File: config.mk
export PLATFORM = sky130hd
export DESIGN_NAME = data_cache
export DESIGN_NICKNAME = d
export VERILOG_FILES = /design/src/rtl/data_cache.sv
export SDC_FILE = /design/constraint.sdc
export NUM_CORES = 1
export LEC_CHECK = 0
export ABC_CLOCK_PERIOD_IN_PS = 8800
export CAP_MARGIN = 20
export CELL_PAD_IN_SITES_DETAIL_PLACEMENT = 1
export CELL_PAD_IN_SITES_GLOBAL_PLACEMENT = 2
export CORE_AREA = 2 2 319 321
export CTS_CLUSTER_DIAMETER = 150
export DETAILED_ROUTE_END_ITERATION = 10
export DIE_AREA = 0 0 321 323
export PLACE_DENSITY = 0.87
export SLEW_MARGIN = 25
export SYNTH_ARGS = -nofsm -noshare
export SYNTH_HDL_FRONTEND = slang
export SYNTH_SLANG_ARGS = --single-unit
File: constraint.sdc
create_clock -name clk -period 8.8 [get_ports clk]
set_input_delay 1.32 -clock clk [delete_from_list [all_inputs] [get_ports clk]]
set_output_delay 1.32 -clock clk [all_outputs]
set_load 0.02 [all_outputs]
File: src/rtl/data_cache.sv
// rtl/data_cache.sv - direct-mapped write-through no-write-allocate data cache
// One 32-bit word per line; read hits answer combinationally, misses and stores stall the CPU.
module data_cache #(
  parameter int XLEN       = 32,
  parameter int INDEX_BITS = 4,
  parameter int CNT_W      = 16
) (
  input  logic             clk,
  input  logic             rst_b,
  input  logic [XLEN-1:0]  cpu_addr,
  input  logic [7:0]       cpu_wdata [0:3],
  input  logic             cpu_read,
  input  logic             cpu_write,
  output logic [7:0]       cpu_rdata [0:3],
  output logic             cpu_stall,
  output logic [XLEN-1:0]  mem_addr,
  output logic [7:0]       mem_wdata [0:3],
  input  logic [7:0]       mem_rdata [0:3],
  output logic             mem_read,
  output logic             mem_write,
  input  logic             mem_ready,
  output logic [CNT_W-1:0] hit_cnt,
  output logic [CNT_W-1:0] miss_cnt
);

  localparam int LINES = 1 << INDEX_BITS;
  localparam int TAG_W = XLEN - INDEX_BITS - 2;

  typedef enum logic [1:0] {IDLE, RD_MISS, WR_THRU, RESP} state_e;

  state_e            state_q, state_d;
  logic [XLEN-1:0]   addr_q, addr_d;
  logic [31:0]       wdata_q, wdata_d;
  logic [31:0]       rdata_q, rdata_d;
  logic [CNT_W-1:0]  hit_cnt_q, hit_cnt_d;
  logic [CNT_W-1:0]  miss_cnt_q, miss_cnt_d;
  logic [LINES-1:0]  valid_q, valid_d;

  // Tag and data arrays are deliberately left out of reset; valid bits gate them.
  logic [TAG_W-1:0]  tag_mem  [LINES];
  logic [31:0]       data_mem [LINES];

  logic [31:0]           cpu_wdata_w, mem_rdata_w, rdata_out;
  logic [INDEX_BITS-1:0] cpu_idx, lat_idx;
  logic [TAG_W-1:0]      cpu_tag, lat_tag;
  logic                  cpu_hit, lat_hit;
  logic                  line_we;
  logic [31:0]           line_data;
  logic                  stall_c, rd_hit_out;
  logic                  unused_addr_lsb;

  assign unused_addr_lsb = ^cpu_addr[1:0];

  always_comb begin
    cpu_wdata_w = '0;
    mem_rdata_w = '0;
    for (int i = 0; i < 4; i++) begin
      cpu_wdata_w[8*i +: 8] = cpu_wdata[i];
      mem_rdata_w[8*i +: 8] = mem_rdata[i];
    end
  end

  assign cpu_idx = cpu_addr[INDEX_BITS+1:2];
  assign cpu_tag = cpu_addr[XLEN-1:INDEX_BITS+2];
  assign lat_idx = addr_q[INDEX_BITS+1:2];
  assign lat_tag = addr_q[XLEN-1:INDEX_BITS+2];
  assign cpu_hit = valid_q[cpu_idx] && (tag_mem[cpu_idx] == cpu_tag);
  assign lat_hit = valid_q[lat_idx] && (tag_mem[lat_idx] == lat_tag);

  always_comb begin
    state_d    = state_q;
    addr_d     = addr_q;
    wdata_d    = wdata_q;
    rdata_d    = rdata_q;
    hit_cnt_d  = hit_cnt_q;
    miss_cnt_d = miss_cnt_q;
    valid_d    = valid_q;
    line_we    = 1'b0;
    line_data  = mem_rdata_w;
    stall_c    = 1'b0;
    rd_hit_out = 1'b0;
    mem_read   = 1'b0;
    mem_write  = 1'b0;
    case (state_q)
      IDLE: begin
        if (cpu_write) begin
          stall_c = 1'b1;
          addr_d  = {cpu_addr[XLEN-1:2], 2'b00};
          wdata_d = cpu_wdata_w;
          state_d = WR_THRU;
        end else if (cpu_read) begin
          if (cpu_hit) begin
            rd_hit_out = 1'b1;
            rdata_d    = data_mem[cpu_idx];
            if (hit_cnt_q != {CNT_W{1'b1}}) hit_cnt_d = hit_cnt_q + 1'b1;
          end else begin
            stall_c = 1'b1;
            addr_d  = {cpu_addr[XLEN-1:2], 2'b00};
            if (miss_cnt_q != {CNT_W{1'b1}}) miss_cnt_d = miss_cnt_q + 1'b1;
            state_d = RD_MISS;
          end
        end
      end
      RD_MISS: begin
        stall_c  = 1'b1;
        mem_read = 1'b1;
        if (mem_ready) begin
          line_we          = 1'b1;
          valid_d[lat_idx] = 1'b1;
          rdata_d          = mem_rdata_w;
          state_d          = RESP;
        end
      end
      WR_THRU: begin
        stall_c   = 1'b1;
        mem_write = 1'b1;
        if (mem_ready) begin
          // No-write-allocate: only a line that already holds this word is refreshed.
          line_we   = lat_hit;
          line_data = wdata_q;
          state_d   = RESP;
        end
      end
      RESP: begin
        state_d = IDLE;
      end
      default: state_d = IDLE;
    endcase
  end

  // While reset is held the FSM sits in IDLE; a pending request must not raise stall.
  assign cpu_stall = stall_c & rst_b;
  assign rdata_out = rd_hit_out ? data_mem[cpu_idx] : rdata_q;
  assign mem_addr  = addr_q;
  assign hit_cnt   = hit_cnt_q;
  assign miss_cnt  = miss_cnt_q;

  always_comb begin
    for (int i = 0; i < 4; i++) begin
      cpu_rdata[i] = rdata_out[8*i +: 8];
      mem_wdata[i] = wdata_q[8*i +: 8];
    end
  end

  always_ff @(posedge clk or negedge rst_b) begin
    if (!rst_b) begin
      state_q    <= IDLE;
      addr_q     <= '0;
      wdata_q    <= '0;
      rdata_q    <= '0;
      hit_cnt_q  <= '0;
      miss_cnt_q <= '0;
      valid_q    <= '0;
    end else begin
      state_q    <= state_d;
      addr_q     <= addr_d;
      wdata_q    <= wdata_d;
      rdata_q    <= rdata_d;
      hit_cnt_q  <= hit_cnt_d;
      miss_cnt_q <= miss_cnt_d;
      valid_q    <= valid_d;
    end
  end

  always_ff @(posedge clk) begin
    if (line_we) begin
      tag_mem[lat_idx]  <= lat_tag;
      data_mem[lat_idx] <= line_data;
    end
  end

endmodule
# Yosys cells after proc, flatten, opt, wreduce, memory -nomap -nowiden
# Memory sizes are Yosys's and may differ from the RTL's.
# Cells that the tools add are included.
dict set report word_totals {
  ff_bits 146
  ram_bits 928
  input_bits 101
  out_inout_bits 131
  elab_cells 84
  memories 2
}
# name words width rd rd_ports_with_merged_regs wr line
set mem_list {}
lappend mem_list {data_mem 16 32 1 0 1 41} ;# logic [31:0] data_mem [LINES];
lappend mem_list {tag_mem 16 26 2 0 1 40} ;# logic [TAG_W-1:0] tag_mem [LINES];
dict set report op_classes {
  n_addsub 2
  n_lt_le_gt_ge 3
  eq_ne 15
  muxes 37
  n_bitwise 4
  reduce_logical 14
}
# cell count
set ops {}
lappend ops {{two-way mux 32 bit} 10}
lappend ops {{case mux 32 bit (2 select lines)} 1}
lappend ops {{equality test 26 bit} 2}
lappend ops {{adder 16 x 1 -> 16 bit, second input constant} 2}
lappend ops {{!= test 16 bit, second input constant} 2}
lappend ops {{two-way mux 1 bit} 16}
lappend ops {{bitwise OR 16 bit} 1}
lappend ops {{AND reduction 5 bit} 3}
lappend ops {{< comparator 4 x 5 -> 1 bit, second input constant} 2}
lappend ops {{!= test 2 bit, second input constant} 5}
lappend ops {{binary-select mux 1 bit (select 4 bit)} 2}
lappend ops {{two-way mux 2 bit} 4}
lappend ops {{!= test 3 bit, second input constant} 2}
lappend ops {{case mux 2 bit (3 select lines)} 1}
lappend ops {{AND reduction 3 bit} 2}
lappend ops {{demux 1 bit (select 4 bit)} 1}
lappend ops {{equality test 2 bit, second input constant} 2}
lappend ops {{greater-or-equal comparator 4 x 1 -> 1 bit, second input constant} 1}
lappend ops {{case mux 1 bit (2 select lines)} 2}
lappend ops {{AND reduction 2 bit} 2}
lappend ops {{nonzero test 2 bit} 2}
lappend ops {{logical AND 1 bit} 3}
lappend ops {{equality test 2 x 1 -> 1 bit, second input constant} 1}
lappend ops {{logical NOT 2 bit} 1}
lappend ops {{other kinds (4)} 5}

# Longest topological paths before layout
# Gate-level depths: netlist of the first run.
dict set report depth {
  depth_word 8
  mapped_depth 16
  depth_no_buf 9
}

# Worst setup path after synthesis of the first run
# OpenSTA, ideal clock, no wires.
dict set report synth_path {
  path_kind {flip-flop to flip-flop}
  startpoint {register addr_q[2] (netlist: mem_addr[2])}
  endpoint {memory data_mem[10][0] (enable)}
  arrival_time_ps 5877
  required_ps 8326
  path_slack_ps 2449
  stages_incl_launch_ff 12
  n_path_buf 2
  synth_period_minus_slack_ps 6351
  path_cell_list {dfrtp_1 clkbuf_1 buf_1 mux4_2 mux4_2 xor2_1 nor4_1 nand4_1 nor4_1 a31oi_1 or3b_2 nor2_1}
}
dict set report synth_via {
  elab_chain_len 7
}
# element line
set synth_lines {}
lappend synth_lines {{start: declaration} 32} ;# logic [XLEN-1:0] addr_q, addr_d;
lappend synth_lines {{start signal: assignment} 156} ;# addr_q <= addr_d;
lappend synth_lines {{memory (16 x 26 bit) or binary-select mux 1 bit (select 4 bit) (tied branches)} -}
lappend synth_lines {{equality test 26 bit or two-way mux 1 bit (tied branches)} 68} ;# assign lat_hit = valid_q[lat_idx] && (tag_mem[lat_idx] == lat_tag);
lappend synth_lines {{logical AND 1 bit} 68}
lappend synth_lines {{two-way mux 1 bit} 117} ;# if (mem_ready) begin
lappend synth_lines {{case mux 1 bit (2 select lines)} 84} ;# case (state_q)
lappend synth_lines {{two-way mux 1 bit} 166} ;# if (line_we) begin
lappend synth_lines {{two-way mux 1 bit (implied by the code)} 168} ;# data_mem[lat_idx] <= line_data;
lappend synth_lines {{end: declaration} 41}
# Parallel ways exist; a longest one is shown, timed or not. The select of a mux whose other input is x is not followed.

==> impl_metrics.ini, run 1 <==
[route]
via_per_inst = 6.46
vias = 26106
drt-initial-drc-count = 2707
routed_wl_um = 133000
antenna_left = 0
drt-wirelength-per-cell_um = 32.9
drc = 0
drt-pass1-iter-count = 5

[setup_path]
slowest_stage = nor4b_2
crit_path_end_kind = primary output
cpPeakStageDelay_ns = 0.71
setup.worst_path.start_class = input pin
cp.required_ns = 7.48
worstPathMaxFanout = 87
path_buf_inv = 4
worst_path_dominant_cell_family = buffers and inverters
crit_arrival_ns = 6.42
crit_chain = buf_8 -> buf_4 -> nor2_1 -> a22o_1 -> a21oi_1 -> xor2_1 -> nand3_1 -> nor4b_2 -> and4b_2 -> buf_12 -> mux2_2 -> clkdlybuf4s50_1
crit_type = in2out

[yosys]
syn_inst = 2413
ys.warnings.count = 0
synth_top_family_by_area = multiplexers
ys_seq_area_share_pct = 67.3
synthSimpleGateAreaFrac_pct = 3.37
async_flop_share_pct = 13.4
synth_area_mm2 = 0.0468
synth_mux_area_share_pct = 23.4
ys.flop_type = edfxtp_1
synth_enable_flop_cells = 928
synth_fa_ha_area_share_pct = 0.160
syn_avg_cell_area_um2 = 19.4
synth_xor_area_share_pct = 1.59
synth_compound_area_share_pct = 2.44
ys_ff_latch = 1072
yosysUniqueCellTypes = 66

[sta]
rsz0062_at_grt = no
timing.final.ws_setup_ns = 1.06
fin_worst_skew_ns = 0.0339
slew_viol_final = 0
period_needed_ns = 7.74
worst-slew-pin-transition_ns = 1.06
finalHoldViolations = 0
fmax_ghz = 0.129
maxSlewHeadroom_pct = 29.1
finalSetupViolCount = 0
fin_hold_ws_ns = 0.487
post-route-period-util_pct = 88.0
fin_tns_setup_ns = 0

[placement]
hpwl_um = 75700
io_buffer_count = 227
place_congestion = 0.828
post-place-ws_ns = 1.08

[clock_tree]
clock-sinks = 1072
hold_buffers = 0
clockRootBuffer = clkbuf_16
post_cts_buffers = 0
cts_tree = done
h-tree-depth = 3
cts.reportedPaths.clkPinSlew_ns = 0.06
cts-resized-gates = 0
clockBufferDepth = 3
clock_latency_ns = 0.70
cts_made_buffers = 107

[floorplanning]
floorplan.initialDensity_pct = 46.4
std_cell_rows = 117
core_area_mm2 = 0.101
dieArea_mm2 = 0.104
die_x_um = 321
die_h_um = 323
ios = 232

[power_and_ir_drop]
power_frac_seq_pct = 45.0
power_leakage_uw = 0.0177
combPwrFrac_pct = 24.7
ir_drop_v = 0.000178
p_sw_uw = 4760
cellInternalPower_uw = 11000
power.density_mw_per_mm2 = 290
clock_power_share_pct = 30.3
swShare_pct = 30.3

[hold_path]
hp-class = reg2reg

[grt]
antenna_found_initial = 1
grt_pass1_vias = 28307
grt_pass1_wl_um = 195000
grt_max_degree = 88
grt_usage_pct = 25.8
overflow = 0

[cells_and_area]
fillCellCount = 8861
drive_gt1_share_pct = 28.6
utilization_pct = 53.9
layout.nets = 2744
syn2layout_area_growth_pct = 16.1

[job]
maxCapViolCount = 0

[outcome]
run_status = finished, final reports clean
## cell usage after synthesis (all sizes together), types with 14 or more instances
master  instances  share of area [%]
nand4          18               0.24
xnor2          40               0.75
o21ai          36               0.39
mux2i          76                1.6
xor2           45               0.84
nor2           69               0.55
nand3          23               0.25
a211oi         35               0.56
clkbuf         65               0.52
mux4          380                 18
nor2b          16               0.21
edfxtp        928                 60
mux2          144                3.5
inv            14               0.11
dfrtp         144                7.7
nand2          56               0.45
buf            96                1.1
nor3           53               0.58
o22ai          34               0.45
nor4           16               0.25
## sequential cells by signal (all words and copies together) (netlist names)
register	flops
tag_mem	416
mem_addr	30
wdata_q	32
hit_cnt	16
state_q	2
valid_q	16
miss_cnt	16
data_mem	512
rdata_q	32
## layout by cell type, fill, tap and decap left out, types with 12 or more instances in the layout
| master | instances |
|---|---|
| mux2i_1 | 76 |
| o21bai_1 | 12 |
| dfrtp_1 | 140 |
| xor2_1 | 45 |
| clkinv_2 | 20 |
| nor3_1 | 52 |
| clkdlybuf4s50_1 | 221 |
| inv_1 | 13 |
| nor4_1 | 15 |
| edfxtp_1 | 928 |
| nor2_4 | 16 |
| clkinv_1 | 14 |
| clkbuf_16 | 107 |
| nor2_1 | 53 |
| and3_1 | 12 |
| buf_4 | 32 |
| a211oi_1 | 35 |
| bufinv_16 | 17 |
| xnor2_1 | 40 |
| o21ai_0 | 35 |
| o22ai_1 | 34 |
| nand3_1 | 23 |
| mux4_2 | 380 |
| nand2_1 | 53 |
| nand4_1 | 18 |
| nor2b_1 | 15 |
| mux2_2 | 142 |
| clkbuf_1 | 21 |
| buf_12 | 15 |
## per-stage QoR
step | total power, µW | instances | instance area, µm²
4_1_cts | 15800 | 4037 | 54300
3_5_place_dp | 11000 | 3837 | 50600
5_1_grt | 16200 | 4038 | 54300
2_1_floorplan | 9360 | 2414 | 46800
6_report | 15700 | 4039 | 54300
3_3_place_gp | 10800 | 3837 | 50600
## metal layers
layer / routed length [µm] / vias to the layer above / share of wire [%] / GRT usage [%]
li1: - / 10455 / - / -
met1: 51100 / 14111 / 39 / 34.1
met2: 67100 / 1283 / 51 / 43.3
met3: 9610 / 257 / 7.2 / 4.10
met4: 4840 / 0 / 3.6 / 10.0
met5: 0 / - / 0 / 0
## final timing paths
kind	endpoint	cells after the start	slack [ns]	from
setup / recovery	cpu_rdata[6]	12	1.06	cpu_addr[3]
hold / removal	valid_q[0]	1	0.49	valid_q[0]
setup reg to reg	data_mem[8][1]	11	2.11	mem_addr[3]
hold reg to reg	valid_q[0]	1	0.49	valid_q[0]
max in group asynchronous	wdata_q[12]	3	6.25	rst_b
min in group asynchronous	mem_addr[4]	1	0.62	rst_b
## worst reg2reg max path, delay by kind of cell, from the launching register on
family          cells  cell delay [ns]
compound gates      1             0.17
xor+xnor            1             0.16
buf+inv             2             1.08
flops               1             1.04
mux                 2             0.97
simple gates        5             2.93
## area by class of cell
| class | instances | area, µm² | share of cell area [%] |
|---|---|---|---|
| diodes | 2 | 5.00 | 0.00922 |
| clock buffers | 133 | 2830 | 5.20 |
| flip-flops and latches | 1072 | 31500 | 58.0 |
| repair buffers | 275 | 2830 | 5.21 |
| well taps | 1309 | 1640 | 3.02 |
| inverters | 14 | 52.6 | 0.0968 |
| clock inverters | 67 | 821 | 1.51 |
| multi-input cells | 1167 | 14600 | 27.0 |
## power groups by stage
stage	Combinational (µW)	Sequential [µW]	Clock [µW]
after floorplan	2370	6990	0
after global placement	3710	7090	0
after detailed placement	3840	7180	0
after CTS	3890	7080	4820
after global routing	4080	7170	5000
final	3880	7080	4760
## kinds of logic after synthesis
logic type,after synthesis
flops,1072
mux,600
simple gates,304
buf+inv,175
compound gates,170
xor+xnor,85
fa+ha+maj,6
other cells,1
No activity file was read; power rests on OpenSTA's default activity.
==> run 2: changes to the inputs <==
--- a/config.mk
+++ b/config.mk
@@ -9,11 +9,12 @@
 export CAP_MARGIN = 20
 export CELL_PAD_IN_SITES_DETAIL_PLACEMENT = 1
 export CELL_PAD_IN_SITES_GLOBAL_PLACEMENT = 2
-export CORE_AREA = 2 2 319 321
+export CORE_AREA = 2 2 341 343
 export CTS_CLUSTER_DIAMETER = 150
 export DETAILED_ROUTE_END_ITERATION = 10
-export DIE_AREA = 0 0 321 323
-export PLACE_DENSITY = 0.87
+export DIE_AREA = 0 0 343 345
+export HOLD_SLACK_MARGIN = 0.05
+export PLACE_DENSITY = 0.79
 export SLEW_MARGIN = 25
 export SYNTH_ARGS = -nofsm -noshare
 export SYNTH_HDL_FRONTEND = slang
==> run 2 against run 1 <==
Against the previous run:
- wire length fell by 1.0%
- sequential cell count did not move
- cell count rose by 5.6%
- clock skew fell by 0.010 ns
- count of clock-buffer cells in the layout rose by 3
- hold slack barely moved
- die area rose by 14%
- utilization fell by 6.5 points
- critical path type unchanged
==> impl_metrics.ini, run 2 (synthesis gave the netlist of run 1 again) <==
[outcome]
run_status = finished, final reports clean

[setup_path]
cp.required_ns = 7.48
crit_path_end_kind = primary output
crit_arrival_ns = 6.13
cpPeakStageDelay_ns = 0.62
crit_path_start = cpu_addr[4]
crit_chain = buf_6 -> buf_4 -> mux4_2 -> mux2_2 -> a21oi_1 -> xnor2_1 -> nor4b_2 -> and4b_2 -> buf_12 -> mux2_2 -> clkdlybuf4s50_1
path_buf_inv = 4
crit_type = in2out
setup.worst_path.start_class = input pin
crit_top_cell = mux2_2
worst_path_dominant_cell_family = buffers and inverters
slowest_stage = nor4b_2
r2r-start = mem_addr[2]
worstPathMaxFanout = 73

[sta]
fin_tns_setup_ns = 0
finalSetupViolCount = 0
period_needed_ns = 7.45
slew_viol_final = 0
maxSlewHeadroom_pct = 32.1
post-route-period-util_pct = 84.6
rsz0062_at_grt = no
fin_worst_skew_ns = 0.0238
finalHoldViolations = 0
fmax_ghz = 0.134
worst-slew-pin-transition_ns = 1.02

[power_and_ir_drop]
power_leakage_uw = 0.0178
p_sw_uw = 4740
combPwrFrac_pct = 25.2
ir_drop_v = 0.000203
swShare_pct = 30.4
power.density_mw_per_mm2 = 285
cellInternalPower_uw = 10800
clock_power_share_pct = 29.7
power_frac_seq_pct = 45.1

[grt]
grt_max_degree = 74
overflow = 0
grt_usage_pct = 22.2
grt_pass1_wl_um = 192000
antenna_found_initial = 1
grt_pass1_vias = 27713

[cells_and_area]
largest_reg_flops = 512
fillCellCount = 10658
drive_gt1_share_pct = 28.7
layout.nets = 2756
mostFrequentLayoutCells = 928 x edfxtp_1, 380 x mux4_2, 221 x clkdlybuf4s50_1, 142 x mux2_2, 140 x dfrtp_1
diodes = 0
fin_cells = 4265
top_register = data_mem
utilization_pct = 47.4
reg_top3 = data_mem (512), tag_mem (416)
final_common_cell = edfxtp_1
syn2layout_area_growth_pct = 16.7

[clock_tree]
h-tree-depth = 3
clockBufferDepth = 3
cts-resized-gates = 0
clockRootBuffer = clkbuf_16
cts_tree = done
post_cts_buffers = 0
cts_made_buffers = 107
cts.reportedPaths.clkPinSlew_ns = 0.06
clock_latency_ns = 0.69
clock-sinks = 1072
hold_buffers = 0

[placement]
place_congestion = 0.800
dpl.cell_count = 4062
io_buffer_count = 227
hpwl_um = 76000

[hold_path]
min_from = valid_q[1]
hp-class = reg2reg

[route]
drt-wirelength-per-cell_um = 30.8
drt-initial-drc-count = 2340
routed_wl_um = 131000
via_per_inst = 6.01
antenna_left = 0
drc = 0
drt-pass1-iter-count = 5
vias = 25635

[floorplanning]
die_x_um = 343
floorplan.initialDensity_pct = 40.6
die_h_um = 345
dieArea_mm2 = 0.118
std_cell_rows = 125
ios = 232
core_area_mm2 = 0.115

[job]
maxCapViolCount = 0
[run 2: cell types whose count changed in the layout (fill, tap and decap cells not counted), sizes merged]
cell      previous run  this run
buf                 54        66
clkinv              37        43
bufinv              17        12
clkbuf             133       136
diode                2         0
inv                 18        16
clkinvlp             9         8
[run 2: worst reg2reg max path, cell delays in order, from the launching register on]
cell     delay, ns
dfrtp_4       1.01
buf_4         0.58
mux4_2        0.61
mux4_2        0.52
xor2_1        0.17
nor4_1        0.45
nand4_1       0.32
nor4_1        0.75
a31oi_1       0.24
or3_1         0.56
nor2_4        0.80
buf_4         0.52
[run 2: per-stage QoR]
| stage | power, µW | hold WS, ns | worst slack (ns) | area (µm²) |
|---|---|---|---|---|
| after detailed placement | 11100 | 0.467 | 1.34 | 51000 |
| final | 15600 | 0.488 | 1.35 | 54600 |
| after global placement | 10900 | 0.451 | 1.39 | 51000 |
| after global routing | 16200 | 0.505 | 1.13 | 54600 |
| after floorplan | 9360 | 0.439 | 2.45 | 46800 |
| after CTS | 15700 | 0.484 | 1.34 | 54500 |
[run 2: final timing paths]
check / endpoint / slack (ns) / cells past startpoint
worst max-delay path: cpu_rdata[6] / 1.35 / 11
worst min-delay path: valid_q[1] / 0.49 / 1
worst max register to register: tag_mem[1][3] / 1.92 / 11
worst min register to register: valid_q[1] / 0.49 / 1
max in group asynchronous: mem_addr[3] / 6.85 / 2
min in group asynchronous: miss_cnt[9] / 0.60 / 1
[run 2: layout make-up]
class,count,area (µm²),share of cell area (%)
inverters,14,52.6,0.0962
flip-flops and latches,1072,31500,57.7
clock inverters,65,682,1.25
well taps,1524,1910,3.49
repair buffers,287,2990,5.47
clock buffers,136,2860,5.23
multi-input cells,1167,14600,26.8
[run 2: power groups by stage]
stage / Sequential [µW] / Clock [µW] / Combinational [µW]
finish: 7040 / 4630 / 3920
global route: 7130 / 4880 / 4150
CTS: 7090 / 4700 / 3900
detailed placement: 7190 / 0 / 3880
global placement: 7120 / 0 / 3760
floorplan: 6990 / 0 / 2370
[run 2: routing by layer]
layer | part of all wire (%) | global-route usage (%) | wire length [µm]
met1 | 40 | 29.8 | 53100
met2 | 50 | 36.5 | 65400
met3 | 6.9 | 4.19 | 9130
met4 | 2.9 | 7.29 | 3850
met5 | 0.0099 | 0 | 13
